[src/rtl/interval_timer.sv]
`timescale 1ns/1ps
// Multi-channel programmable interval timer sharing one tick prescaler.
// Each channel counts prescaled ticks up to its period and emits a one-cycle done pulse.
module interval_timer #(
  parameter int WORD_LENGTH = 16,
  parameter int CHANNELS    = 4,
  parameter int PRESCALE    = 100,
  localparam int CH_W       = (CHANNELS > 1) ? $clog2(CHANNELS) : 1
) (
  input  logic                   clock_i,
  input  logic                   reset_i,
  input  logic [CHANNELS-1:0]    enable_i,
  input  logic [CHANNELS-1:0]    periodic_i,
  input  logic                   load_i,
  input  logic [CH_W-1:0]        load_channel_i,
  input  logic [WORD_LENGTH-1:0] period_i,
  output logic [CHANNELS-1:0]    done_o,
  output logic [CHANNELS-1:0]    busy_o
);

  localparam int PS_W = (PRESCALE > 1) ? $clog2(PRESCALE) : 1;
  localparam logic [PS_W-1:0] PS_LAST = PS_W'(PRESCALE - 1);

  typedef enum logic [1:0] {IDLE, RUN, EXPIRED} state_t;

  logic [PS_W-1:0]        prescaler;
  logic                   tick;
  state_t                 state      [CHANNELS];
  state_t                 state_next [CHANNELS];
  logic [WORD_LENGTH-1:0] count      [CHANNELS];
  logic [WORD_LENGTH-1:0] count_next [CHANNELS];
  logic [WORD_LENGTH-1:0] period     [CHANNELS];
  logic [CHANNELS-1:0]    terminal;
  logic [CHANNELS-1:0]    done_next;
  logic [CHANNELS-1:0]    busy_next;

  // With PRESCALE=1 the counter is stuck at 0 == PS_LAST, so tick is constant high.
  assign tick = (prescaler == PS_LAST);

  always_ff @(posedge clock_i or posedge reset_i) begin
    if (reset_i) begin
      prescaler <= '0;
    end else if (tick) begin
      prescaler <= '0;
    end else begin
      prescaler <= prescaler + PS_W'(1);
    end
  end

  always_ff @(posedge clock_i or posedge reset_i) begin
    if (reset_i) begin
      for (int c = 0; c < CHANNELS; c++) period[c] <= '0;
    end else if (load_i) begin
      for (int c = 0; c < CHANNELS; c++) begin
        if (32'(load_channel_i) == c) period[c] <= period_i;
      end
    end
  end

  // count+1 >= period in one extra bit: same as count >= period-1 but without
  // wrapping, so a zero period loaded mid-run simply fires on every tick.
  always_comb begin
    for (int c = 0; c < CHANNELS; c++) begin
      terminal[c] = ({1'b0, count[c]} + (WORD_LENGTH + 1)'(1)) >= {1'b0, period[c]};
    end
  end

  always_comb begin
    for (int c = 0; c < CHANNELS; c++) begin
      state_next[c] = state[c];
      count_next[c] = count[c];
      done_next[c]  = 1'b0;
      busy_next[c]  = 1'b0;
      if (!enable_i[c]) begin
        state_next[c] = IDLE;
        count_next[c] = '0;
      end else begin
        case (state[c])
          IDLE: begin
            count_next[c] = '0;
            if (period[c] != '0) state_next[c] = RUN;
          end
          RUN: begin
            if (tick) begin
              if (terminal[c]) begin
                count_next[c] = '0;
                done_next[c]  = 1'b1;
                state_next[c] = periodic_i[c] ? RUN : EXPIRED;
              end else begin
                count_next[c] = count[c] + WORD_LENGTH'(1);
              end
            end
          end
          EXPIRED: begin
            count_next[c] = '0;
          end
          default: begin
            state_next[c] = IDLE;
            count_next[c] = '0;
          end
        endcase
      end
      busy_next[c] = (state_next[c] == RUN);
    end
  end

  always_ff @(posedge clock_i or posedge reset_i) begin
    if (reset_i) begin
      for (int c = 0; c < CHANNELS; c++) begin
        state[c] <= IDLE;
        count[c] <= '0;
      end
      done_o <= '0;
      busy_o <= '0;
    end else begin
      for (int c = 0; c < CHANNELS; c++) begin
        state[c] <= state_next[c];
        count[c] <= count_next[c];
      end
      done_o <= done_next;
      busy_o <= busy_next;
    end
  end

endmodule

[config.mk]
export PLATFORM = sky130hd
export DESIGN_NAME = interval_timer
export DESIGN_NICKNAME = d
export VERILOG_FILES = /design/src/rtl/interval_timer.sv
export SDC_FILE = /design/constraint.sdc
export NUM_CORES = 1
export LEC_CHECK = 0
export CAP_MARGIN = 10
export CORE_MARGIN = 3
export CORE_UTILIZATION = 56
export DETAILED_ROUTE_END_ITERATION = 10
export PLACE_DENSITY = 0.77
export SLEW_MARGIN = 5
export SYNTH_ARGS = -nofsm -noshare
export SYNTH_HDL_FRONTEND = slang
export SYNTH_SLANG_ARGS = --single-unit
[constraint.sdc]
create_clock -name clock_i -period 5.2 [get_ports clock_i]
set_clock_uncertainty 0.1 [all_clocks]
set_input_delay 1.3 -clock clock_i [delete_from_list [all_inputs] [get_ports clock_i]]
set_output_delay 1.3 -clock clock_i [all_outputs]
set_load 0.05 [all_outputs]
==> reports/results.tsv <==
metric	value	unit
run_status	complete, no violations	
fmax	0.259	GHz
gp_congestion	0.847	
worst_case_reg_to_reg_path_depth	13	
final_core_util	0.654	
area_delta_synth_final	13.0	%
worstPathCellList	ha_1, nand3_1, nor2_1, nand2_1, and2_1, or2_2, ha_1, and4_1, nand3b_1, o21ai_0, a31oi_2, a2111oi_0, o21a_1	
netSwitchingPower	756	uW
final_hold_viol_count	0	
cts_hold_buffers	0	
final_nets	1056	
yosys_warnings	0	
detailroute.via_count	6840	
final_layout_size_suffix_gt1_frac	0.109	
cts_htree_levels	4	
switching_part_of_the_total_power	0.252	
ys_seq_area_frac	0.423	
floorplan.core_area	15400	sq um
p_per_area	297	nW/um^2
port-buffer-count	36	
setup-violations-final	0	
power.share.clock	0.435	
post-route-drc-count	0	
hold_slack	0.359	ns
syn_nets	1025	
number_of_buffers_between_clock_root_and_the_deepest_sink	2	
asyncSetResetFlopFracSynth	1.00	
cts_tree	yes	
first_global_vias	6633	
vdd_drop_max	0.000265	V
syn-instance-count	927	
core.rowCount	45	
power_leakage	4.83	nW
grt_overflow	0	
die_area	17500	sq um
min_delay_worst_endpoint	prescaler[0]$_DFF_PP0_	
die-width	132	microns
clk-insertion-delay-late	0.43	ns
layout_cell_area_excl_fill	10100	sq um
number_of_enable_flip_flop_cells_after_synthesis	0	
detailedRoute.firstPassIterationCount	4	
dpl-instance-area	9470	sq um
syn_area_per_cell	9.63	sq um
count_of_nets_left_with_antenna_violations_after_detail_routing	0	
critPathCaptureType	flop	
biggest_area_consumer_among_synthesized_cells	dfrtp_1	
initial_core_utilization	0.579	
synth_top_area_share	0.423	
placed_cells_incl_taps	1150	
worst_r2r_endpoint	state[1]$_DFF_PP0_	
tritoncts.num_buffers	17	
numClockSinks	151	
top_cell_by_count_worst_path	ha_1	
period_share	0.742	
grt_start_max_net_pins	127	
die_height	132	microns
cts_setup_buffers	0	
antenna-diode-count	0	
min-delay-start	prescaler[0]$_DFF_PP0_	
r2r_start	count[0]$_DFFE_PP0P_	
final.min_clock_period	3.86	ns
finalNonFillerCells	1182	
power.share.combinational	0.115	
synth.cell_area	8930	sq um
min_path_cells	1	
timing.critical_path.slowest_cell_delay	0.66	ns
avgRoutedWirePerCell	16.5	microns
drt_wl_total	19600	microns
setup.worst_path.class	flop to flop	
relSlewSlack	0.295	
grt_setup_unrepaired	false	
p_int	2.24	mW
required	5.42	ns
max_slew.worst_pin.slew	1.05	ns
setup_tns	0	ns
reg_to_reg_slack_setup	1.34	ns
timing.critical_path.fanout_max	17	
worstHoldPathType	flop to flop	
root_buffer	clkbuf_16	
drt_iter0_markers	471	
fillCellCount	1280	
worst_path_max_delay_cell	a31oi_2	
maxSlewViolCount	0	
finalPower	3.00	mW
yosys_most_used_dff	dfrtp_1	
place_worst_setup_slack	1.45	ns
groute.usage.overall	0.232	
via_per_inst	5.79	
wire_length_of_the_first_global_routing_pass	32700	microns
synth.distinct_cells	62	
startpoint_type	flop	
power.sequential.fraction	0.450	
worst_ep_arrival_time	4.08	ns
synth-seq-cells	151	
cts_resized	0	
path_clk_slew	0.06	ns
worst_path_setup_slack_after_routing	1.34	ns
maxCapViolCount	0	
ys_top_cells_by_area	dfrtp_1 (42%), ha_1 (9.7%), mux2_2 (6.2%)	
antenna_violations_before_repair	0	
dp.final_hpwl	13700	microns
boundaryPins	37	
worst max-delay path by stage:
stage	startpoint	depth (start not counted)	to	slack, ns
2_1_floorplan	reset_i	1	busy_o[0]$_DFF_PP0_	1.90
3_3_place_gp	count[0]$_DFFE_PP0P_	13	state[1]$_DFF_PP0_	1.56
3_5_place_dp	count[0]$_DFFE_PP0P_	13	state[1]$_DFF_PP0_	1.45
4_1_cts	count[0]$_DFFE_PP0P_	13	state[1]$_DFF_PP0_	1.40
5_1_grt	count[16]$_DFFE_PP0P_	12	count[24]$_DFFE_PP0P_	1.03
6_report	count[0]$_DFFE_PP0P_	13	state[1]$_DFF_PP0_	1.34
power by group through the flow:
stage | registers [mW] | clock network (mW) | logic (mW)
2_1_floorplan | 1.35 | 0 | 0.239
3_3_place_gp | 1.36 | 0 | 0.326
3_5_place_dp | 1.37 | 0 | 0.342
4_1_cts | 1.35 | 1.32 | 0.348
5_1_grt | 1.36 | 1.38 | 0.395
6_report | 1.35 | 1.30 | 0.344
cell usage after synthesis (all sizes together) (2+ instances only):
library cell    n
nor4b           2
nand3b          5
o41ai           3
o221a           2
o21a            4
buf            12
a21oi          29
a22o            6
nor3            9
a32o            9
a221oi          4
a21o           16
xor2           16
a31oi          13
nand3          38
and3           14
o21ai          46
a211oi          2
nor2b          15
and2           14
xnor2          24
and4           14
mux2           49
nor2           39
or3             6
or2            17
clkbuf         14
nand4          22
nor3b           5
o211ai          4
a41oi           4
o22ai           4
ha             69
dfrtp         151
inv            78
o2111ai        13
nand2b         10
nand2         122
nor4           14
worst max-delay path, delay by kind of cell (launching register included):
family,cells,cell delay [ns]
flops,1,0.44
compound gates,4,1.26
simple gates,7,1.42
fa+ha+maj,2,0.54
sequential cells by signal, indices dropped and copies added, names as in the netlist:
signal and cells:
done_o 4, state 8, count 64, busy_o 4, period 64, prescaler 7
routing by layer:
layer,GRT usage,wire length [microns],vias up
met3,0.0538,861,30
met1,0.316,8990,3301
met5,0,0,-
met2,0.373,9360,137
met4,0.0658,338,0
li1,-,-,3372
final cells by class:
cell class	count	area, sq um	area share
multi-input cells	672	4740	0.470
flip-flops and latches	151	3780	0.375
clock buffers	20	447	0.0443
repair buffers	38	388	0.0384
inverters	78	297	0.0294
well taps	211	264	0.0262
clock inverters	12	176	0.0175
cell families (layout without fill, tap and decap cells):
kind of cell | Yosys count | in the layout | synth area share
xor+xnor | 40 | 40 | 0.0392
fa+ha+maj | 69 | 69 | 0.0967
buf+inv | 104 | 148 | 0.0467
mux | 50 | 50 | 0.0629
flops | 151 | 151 | 0.423
simple gates | 348 | 348 | 0.204
compound gates | 165 | 165 | 0.127
layout by cell type, fill, tap and decap left out, types with 7 or more instances in the layout:
master and n:
dfrtp_1 151, nand2_1 122, inv_1 77, ha_1 69, mux2_2 49, nor2_1 37, nand3_1 36, clkdlybuf4s50_1 36
o21ai_0 35, a21oi_1 29, xnor2_1 24, nand4_1 22, clkbuf_16 17, a21o_1 16, xor2_1 16, nor2b_1 15
and4_1 14, and3_1 14, and2_1 13, nor4_1 13, a31oi_1 12, o21ai_1 11, o2111ai_1 11, nand2b_1 10
or2_2 9, a32o_1 9, nor3_1 7, or2_1 7
Power figures use the tool's default switching activity.
